**config.mk**
```make
export PLATFORM = sky130hd
export DESIGN_NAME = aes_round_ctrl
export DESIGN_NICKNAME = d
export VERILOG_FILES = /design/src/rtl/aes_round_ctrl.sv
export SDC_FILE = /design/constraint.sdc
export NUM_CORES = 1
export LEC_CHECK = 0
export CORE_AREA = 2 2 353 355
export CTS_CLUSTER_DIAMETER = 150
export DETAILED_ROUTE_END_ITERATION = 10
export DIE_AREA = 0 0 355 357
export PLACE_DENSITY_LB_ADDON = 0.2
export SLEW_MARGIN = 15
export SYNTH_ARGS = -nofsm -noshare
export SYNTH_HDL_FRONTEND = slang
export SYNTH_SLANG_ARGS = --single-unit
```
**constraint.sdc**
```tcl
create_clock -name clk_i -period 2 [get_ports clk_i]
set_input_delay 0.5 -clock clk_i [delete_from_list [all_inputs] [get_ports clk_i]]
set_output_delay 0.5 -clock clk_i [all_outputs]
set_load 0.02 [all_outputs]
```
**src/rtl/aes_round_ctrl.sv**
```systemverilog
// aes_round_ctrl: iterative AES encryption round sequencer.
// Does the initial AddRoundKey, then NR rounds of SubBytes/ShiftRows,
// MixColumns (skipped in the last round) and AddRoundKey, using external
// units through en/done pulse handshakes.
// Ports: clk_i/rst_n (async active-low); in_* plaintext valid/ready;
// out_* ciphertext valid/ready; rk_idx_o/rk_i round-key lookup (same
// cycle); ss_* SubBytes/ShiftRows unit; mc_* MixColumn unit; busy_o.
// Optional macro AES_ABORT_EN adds abort_i (forces IDLE from any state).
module aes_round_ctrl #(
    parameter int NR       = 10,
    parameter int RK_IDX_W = 4
) (
    input  logic                clk_i,
    input  logic                rst_n,
`ifdef AES_ABORT_EN
    input  logic                abort_i,
`endif
    input  logic                in_valid_i,
    output logic                in_ready_o,
    input  logic [127:0]        in_data_i,
    output logic                out_valid_o,
    input  logic                out_ready_i,
    output logic [127:0]        out_data_o,
    output logic [RK_IDX_W-1:0] rk_idx_o,
    input  logic [127:0]        rk_i,
    output logic                ss_en_o,
    output logic [127:0]        ss_state_o,
    input  logic [127:0]        ss_state_i,
    input  logic                ss_done_i,
    output logic                mc_en_o,
    output logic [127:0]        mc_state_o,
    input  logic [127:0]        mc_state_i,
    input  logic                mc_done_i,
    output logic                busy_o
);

    typedef enum logic [2:0] {
        S_IDLE,
        S_SUB,
        S_SUB_WAIT,
        S_MIX,
        S_MIX_WAIT,
        S_ARK,
        S_OUT
    } state_e;

    localparam logic [RK_IDX_W-1:0] LAST = RK_IDX_W'(NR);

    state_e                state_q, state_d;
    logic [RK_IDX_W-1:0]   round_q, round_d;
    logic [RK_IDX_W-1:0]   rk_idx_q, rk_idx_d;
    logic [127:0]          data_q, data_d;
    logic                  in_ready_q, in_ready_d;
    logic                  out_valid_q, out_valid_d;
    logic                  ss_en_q, ss_en_d;
    logic                  mc_en_q, mc_en_d;
    logic                  busy_q, busy_d;

    always_comb begin
        state_d = state_q;
        round_d = round_q;
        data_d  = data_q;
        unique case (state_q)
            S_IDLE: begin
                if (in_valid_i) begin
                    data_d  = in_data_i ^ rk_i;
                    round_d = RK_IDX_W'(1);
                    state_d = S_SUB;
                end
            end
            S_SUB: state_d = S_SUB_WAIT;
            S_SUB_WAIT: begin
                if (ss_done_i) begin
                    data_d  = ss_state_i;
                    state_d = (round_q == LAST) ? S_ARK : S_MIX;
                end
            end
            S_MIX: state_d = S_MIX_WAIT;
            S_MIX_WAIT: begin
                if (mc_done_i) begin
                    data_d  = mc_state_i;
                    state_d = S_ARK;
                end
            end
            S_ARK: begin
                data_d = data_q ^ rk_i;
                if (round_q == LAST) begin
                    state_d = S_OUT;
                end else begin
                    round_d = round_q + 1'b1;
                    state_d = S_SUB;
                end
            end
            S_OUT: begin
                if (out_ready_i) state_d = S_IDLE;
            end
            default: state_d = S_IDLE;
        endcase
`ifdef AES_ABORT_EN
        if (abort_i && state_q != S_IDLE) begin
            state_d = S_IDLE;
            round_d = '0;
            data_d  = data_q;
        end
`endif
        // Outputs are registered: decode them from the next state so they
        // line up with the state they belong to.
        in_ready_d  = (state_d == S_IDLE);
        busy_d      = (state_d != S_IDLE);
        ss_en_d     = (state_d == S_SUB);
        mc_en_d     = (state_d == S_MIX);
        out_valid_d = (state_d == S_OUT);
        rk_idx_d    = (state_d == S_ARK) ? round_d : '0;
    end

    always_ff @(posedge clk_i or negedge rst_n) begin
        if (!rst_n) begin
            state_q     <= S_IDLE;
            round_q     <= '0;
            data_q      <= '0;
            rk_idx_q    <= '0;
            in_ready_q  <= 1'b1;
            out_valid_q <= 1'b0;
            ss_en_q     <= 1'b0;
            mc_en_q     <= 1'b0;
            busy_q      <= 1'b0;
        end else begin
            state_q     <= state_d;
            round_q     <= round_d;
            data_q      <= data_d;
            rk_idx_q    <= rk_idx_d;
            in_ready_q  <= in_ready_d;
            out_valid_q <= out_valid_d;
            ss_en_q     <= ss_en_d;
            mc_en_q     <= mc_en_d;
            busy_q      <= busy_d;
        end
    end

    assign in_ready_o  = in_ready_q;
    assign out_valid_o = out_valid_q;
    assign ss_en_o     = ss_en_q;
    assign mc_en_o     = mc_en_q;
    assign busy_o      = busy_q;
    assign rk_idx_o    = rk_idx_q;
    assign out_data_o  = data_q;
    assign ss_state_o  = data_q;
    assign mc_state_o  = data_q;

endmodule

```
==> results of run 1 <==
-- cell type report --
cell class / count / area share (%)
timing repair buffer: 1049 / 40.16
inverter: 2 / 0.02966
clock buffer: 21 / 1.819
multi-input combinational: 1342 / 34.92
antenna: 5 / 0.04944
sequential: 144 / 14.41
clock inverter: 11 / 0.5191
tap: 1637 / 8.093
-- Yosys cell counts, types with 2 or more instances --
library cell	count	share of area [%]
dfrtp_1	143	24
clkbuf_1	9	0.22
a221oi_1	28	1.6
nor2_1	134	3.3
a21oi_2	100	5.8
a21o_1	2	0.10
buf_1	3	0.075
nor2b_1	3	0.12
buf_4	277	14
a221oi_2	100	10
nand2b_1	514	21
nand3_1	3	0.10
ha_1	2	0.17
nand3b_1	5	0.25
buf_12	11	1.5
nand2_1	6	0.15
o21ai_1	3	0.10
a211oi_1	3	0.15
o21ai_0	131	4.4
buf_2	54	1.8
buf_6	3	0.22
inv_1	2	0.050
a21oi_1	289	9.6
-- per-stage QoR --
step | TNS [ns] | util, %
5_1_grt | 0 | 20.57
6_report | 0 | 20.58
3_5_place_dp | -39.15 | 20.36
4_1_cts | 0 | 20.53
3_3_place_gp | -35.90 | 20.36
2_1_floorplan | 0 | -
-- worst paths after layout --
path	from	endpoint	cells after the start
worst max-delay path	state_q[1]	mc_state_o[64]	6
worst min register to register	round_q[3]	round_q[3]	1
min in group clk_i	round_q[3]	round_q[3]	1
worst max register to register	state_q[1]	mc_state_o[64]	6
max in group asynchronous	rst_n	mc_state_o[29]	3
worst min-delay path	rst_n	mc_state_o[98]	2
-- worst register-to-register path, cell delays in order, from the launching register on --
cell      delay [ns]
dfrtp_1         0.46
mux2_4          0.35
a22oi_4         0.28
buf_12          0.29
buf_4           0.26
a221oi_2        0.05
a21oi_2         0.14
-- report_power, final --
part           switching, µW  internal [µW]
Combinational          15300          11000
Sequential              2790           4480
Clock                   1690           1920
Total                  19800          17400
-- registers in the layout, indices dropped and copies added (netlist names) --
register	flops
busy_o	1
in_ready_o	1
state_q	3
rk_idx_o	4
round_q	4
ss_en_o	1
mc_state_o	128
out_valid_o	1
mc_en_o	1
-- cell families after synthesis --
kind of cell	after synthesis	synth area share (%)
buffers and inverters	360	17.68
multiplexers	1	0.09970
flip-flops	144	23.94
adder cells (fa/ha/maj)	2	0.1662
AO/OA/AOI/OAI	665	32.33
AND/OR/NAND/NOR	674	25.79
-- metal layers --
layer | up-vias | wire length (µm) | track usage [%]
met1 | 7607 | 38630 | 16.59
met5 | - | 38 | 0
met4 | 6 | 954 | 2.924
met3 | 38 | 4809 | 2.990
li1 | 7609 | - | -
met2 | 542 | 43820 | 23.19
-- repair_timing --
action	in CTS	in global routing
setup buffers	2	1
endpoints found under the hold margin	20	0
gates resized for setup	439	3
setup endpoints to repair	405	8
pin swaps	1	0
hold buffers	1	0
gates cloned	0	1
==> flow_summary.json, run 1 <==
{
  "min_period_ns": 1.924,
  "gp_congestion": 0.7814,
  "cts.sinks": 144,
  "dieArea_um2": 126700,
  "power_density_nw_per_um2": 1469,
  "synth_async_sr_flop_share_pct": 100.0,
  "tritoncts": "done",
  "place_area_um2": 25040,
  "drv_cap": 0,
  "route.detailed.drc": 0,
  "crit_path_start_kind": "register",
  "crit_type": "reg -> reg",
  "dp_hpwl_mm": 70.67,
  "fill_cells": 13770,
  "antenna_found_initial": 9,
  "place_worst_setup_slack_ns": -0.3837,
  "ys.flop_type": "dfrtp_1",
  "grt_usage_pct": 13.29,
  "die_w_um": 355,
  "setup_viol": 0,
  "crit_required_ns": 2.42,
  "ios": 911,
  "initial_core_util_pct": 12.24,
  "critPathMaxFanout": 36,
  "critPathTopFamily": "buffers and inverters",
  "synth-seq-area-share_pct": 23.94,
  "firstDrtPassIters": 5,
  "finalNetCount": 3076,
  "mostFrequentLayoutCell": "clkdlybuf4s50_1",
  "cts.clk_slew.worst_paths_ns": 0.08,
  "grt_pass1_wl_mm": 121.2,
  "min_path_type": "in -> async",
  "grt_pass1_vias": 15890,
  "vdd_drop_max_v": 0.0006734,
  "synth-edff-count": 0,
  "clockBufferDepth": 2,
  "rsz0062_at_grt": "no",
  "cp_slowest_cell": "dfrtp_1",
  "synth-seq-cells": 144,
  "cpPeakStageDelay_ns": 0.46,
  "drive_above_1_share_pct": 16.93,
  "fin_ws_ns": 0.07649,
  "worstPathCellList": "mux2_4, a22oi_4, buf_12, buf_4, a221oi_2, a21oi_2",
  "worst_slew_pin_slew_ns": 0.6111,
  "p_total_uw": 37170,
  "vias": 15800,
  "max_freq_mhz": 519.9,
  "wl_per_cell_um": 20.96,
  "synth_area_per_cell_um2": 8.156,
  "cts_buffers": 17,
  "syn_inst": 1846,
  "finalMaxSlewViolations": 0,
  "yosys_warnings": 0,
  "grt-ovfl-total": 0,
  "insertion_delay_ns": 0.49,
  "critPathBufInv": 2,
  "postRouteAntennaNets": 0,
  "multi_input_area_um2": 8837,
  "synthesis.area_um2": 15060,
  "post-route-cell-area_um2": 25310,
  "post-route-period-util_pct": 96.18,
  "slew_headroom_pct": 59.26,
  "final_cell_mix": "516 x clkdlybuf4s50_1, 513 x nand2b_1, 372 x dlygate4sd2_1, 289 x a21oi_1, 133 x nor2_1",
  "r2r_slack_ns": 0.08,
  "area_delta_synth_final_pct": 68.10,
  "fin_skew_ns": 0.01348,
  "ff_latch_area_um2": 3647,
  "cp.arrival_ns": 2.34,
  "leakage_uw": 0.009684,
  "holdWs_ns": 0.5311,
  "die_y_um": 357,
  "drt_iter0_drc": 691,
  "synth.net_count": 2366,
  "portBuffers": 910,
  "row_count": 129,
  "cts-root-buf": "clkbuf_16",
  "via_per_inst": 3.753,
  "layoutNonFillerInstCount": 4211,
  "netlist-cell-type-count": 44,
  "place_inst": 4169,
  "outcome": "completed",
  "grt_max_degree": 66,
  "end_kind": "register",
  "core-area_um2": 123000,
  "hold_viol_final": 0,
  "cts_max_level": 4,
  "wl_mm": 88.24
}
Note: power is estimated with default switching activity, not from simulation.
==> run 2, diff against run 1 <==
Clock period 2 ns to 1.65 ns, I/O delays scaled along.
==> run 2 against run 1 <==
  * The run now ends with negative setup slack left
  * Worst setup slack got worse by 0.33 ns
  * Final cell count is 4.8% higher
  * Clock skew fell by 0.0024 ns
  * Global-route usage grew 0.34 points
  * Maximum frequency rose by 1.1%
  * First-iteration DRC count grew 2.6%
  * Sequential power grew 11%
  * Flip-flop and latch count unchanged
  * Clock-buffer cell count decreased by 4
  * Critical path depth stayed put
  * Non-clock buffer count grew 194
  * Critical path type unchanged
  * Highest routed layer unchanged
==> flow_summary.json, run 2 (synthesized netlist as in run 1, its figures left out) <==
{
  "drive_above_1_share_pct": 40.21,
  "tritoncts": "done",
  "setup_viol": 174,
  "route.detailed.drc": 0,
  "post-route-period-util_pct": 115.3,
  "post-route-cell-area_um2": 26770,
  "worst_slew_pin_slew_ns": 0.4787,
  "cts_max_level": 4,
  "critPathMaxFanout": 53,
  "crit_required_ns": 2.03,
  "rr_worst_depth": 6,
  "ios": 911,
  "cts-root-buf": "clkbuf_16",
  "crit_path_start_kind": "register",
  "cpPeakStageDelay_ns": 0.44,
  "max_freq_mhz": 525.6,
  "wl_per_cell_um": 20.83,
  "critPathBufInv": 2,
  "portBuffers": 910,
  "worstPathCellList": "mux2_4, buf_4, a22o_4, buf_12, nor2_1, a21oi_2",
  "drt_iter0_drc": 709,
  "mostFrequentLayoutCell": "clkdlybuf4s50_1",
  "finalNetCount": 3270,
  "gp_congestion": 0.7785,
  "core-area_um2": 123000,
  "antenna_found_initial": 15,
  "end_kind": "register",
  "drv_cap": 0,
  "leakage_uw": 0.01047,
  "cp.arrival_ns": 2.28,
  "largest_register_ffs": 128,
  "outcome": "finished with violations",
  "reg2reg_from": "state_q[1]",
  "min_period_ns": 1.903,
  "die_y_um": 357,
  "grt_usage_pct": 13.64,
  "cts.clk_slew.worst_paths_ns": 0.08,
  "grt_pass1_vias": 16730,
  "insertion_delay_ns": 0.51,
  "firstDrtPassIters": 5,
  "place_worst_setup_slack_ns": -0.6586,
  "via_per_inst": 3.742,
  "finalMaxSlewViolations": 0,
  "postRouteAntennaNets": 0,
  "reg2reg_to": "mc_state_o[32]",
  "crit_type": "reg -> reg",
  "initial_core_util_pct": 12.24,
  "area_delta_synth_final_pct": 77.78,
  "vias": 16520,
  "violations": "negative setup slack",
  "die_w_um": 355,
  "dieArea_um2": 126700,
  "vdd_drop_max_v": 0.0009825,
  "power_density_nw_per_um2": 1898,
  "rsz0062_at_grt": "yes",
  "min_path_type": "in -> async",
  "fin_skew_ns": 0.01111,
  "slew_headroom_pct": 68.09,
  "grt-ovfl-total": 0,
  "place_area_um2": 25740,
  "dp_hpwl_mm": 71.05,
  "critPathTopFamily": "flip-flops",
  "clockBufferDepth": 2,
  "cts_buffers": 17,
  "fin_ws_ns": -0.2527,
  "cts.sinks": 144,
  "r2r_slack_ns": -0.25,
  "grt_pass1_wl_mm": 123.6,
  "hold_viol_final": 0,
  "cp_slowest_cell": "dfrtp_2",
  "row_count": 129,
  "fill_cells": 13700,
  "final_cell_mix": "516 x clkdlybuf4s50_1, 513 x nand2b_1, 317 x buf_2, 286 x a21oi_1, 256 x buf_4",
  "wl_mm": 91.93,
  "grt_max_degree": 54
}
run 2: changes by cell type in the layout (fill, tap and decap cells not counted), sizes merged:
cell,change
buf,+547
bufinv,-1
clkdlybuf4s15,+9
diode,+9
clkbuf,+4
clkinv,-2
inv,+6
dlygate4sd2,-370
clkinvlp,+1
run 2: cell type report:
cell class / instances / area, µm² / area share [%]
clock inverter: 15 / 148.9 / 0.5563
tap: 1637 / 2048 / 7.652
sequential: 144 / 3706 / 13.85
clock buffer: 17 / 425.4 / 1.589
timing repair buffer: 1243 / 10990 / 41.07
antenna: 14 / 35.03 / 0.1309
multi-input combinational: 1342 / 9403 / 35.13
inverter: 2 / 7.507 / 0.02805
run 2: report_power, final:
group          internal, µW  leakage, µW  switching, µW
combinational         16800      0.00862          21500
sequential             5560      0.00158           2550
clock                  2130     0.000272           2280
run 2: through the flow:
step / util [%] / instances / setup TNS (ns) / hold slack [ns] / total power [µW]
after floorplan: - / 1846 / 0 / 0.1169 / 29870
after global placement: 20.93 / 4249 / -81.08 / 0.2951 / 46050
after detailed placement: 20.93 / 4249 / -81.31 / 0.2935 / 46020
after CTS: 21.02 / 4382 / -28.93 / 0.2724 / 49550
after global routing: 21.75 / 4408 / -33.90 / 0.2834 / 54130
final: 21.76 / 4414 / -24.11 / 0.3216 / 50790
run 2: repair_timing:
action	CTS	global route
gates resized for setup	1658	134
gates cloned	0	8
hold buffers	1	0
buffers inserted	102	17
pin swaps	9	12
endpoints found under the setup margin	531	216
endpoints found under the hold margin	32	0
run 2: layer usage:
layer / wire, µm / track usage (%)
met1: 39980 / 17.05
met2: 45480 / 23.46
met3: 5011 / 3.230
met4: 1406 / 3.373
met5: 53 / 0
run 2: worst max-delay path by stage:
stage               startpoint        endpoint  slack [ns]  cells after the start
floorplan           round_q[0]          busy_o        0.02                      6
global placement    in_valid_i  mc_state_o[14]       -0.66                      7
detailed placement  in_valid_i  mc_state_o[72]       -0.66                      8
CTS                 state_q[1]  mc_state_o[72]       -0.25                      7
global route        state_q[1]  mc_state_o[72]       -0.28                      7
finish              state_q[1]  mc_state_o[32]       -0.25                      6
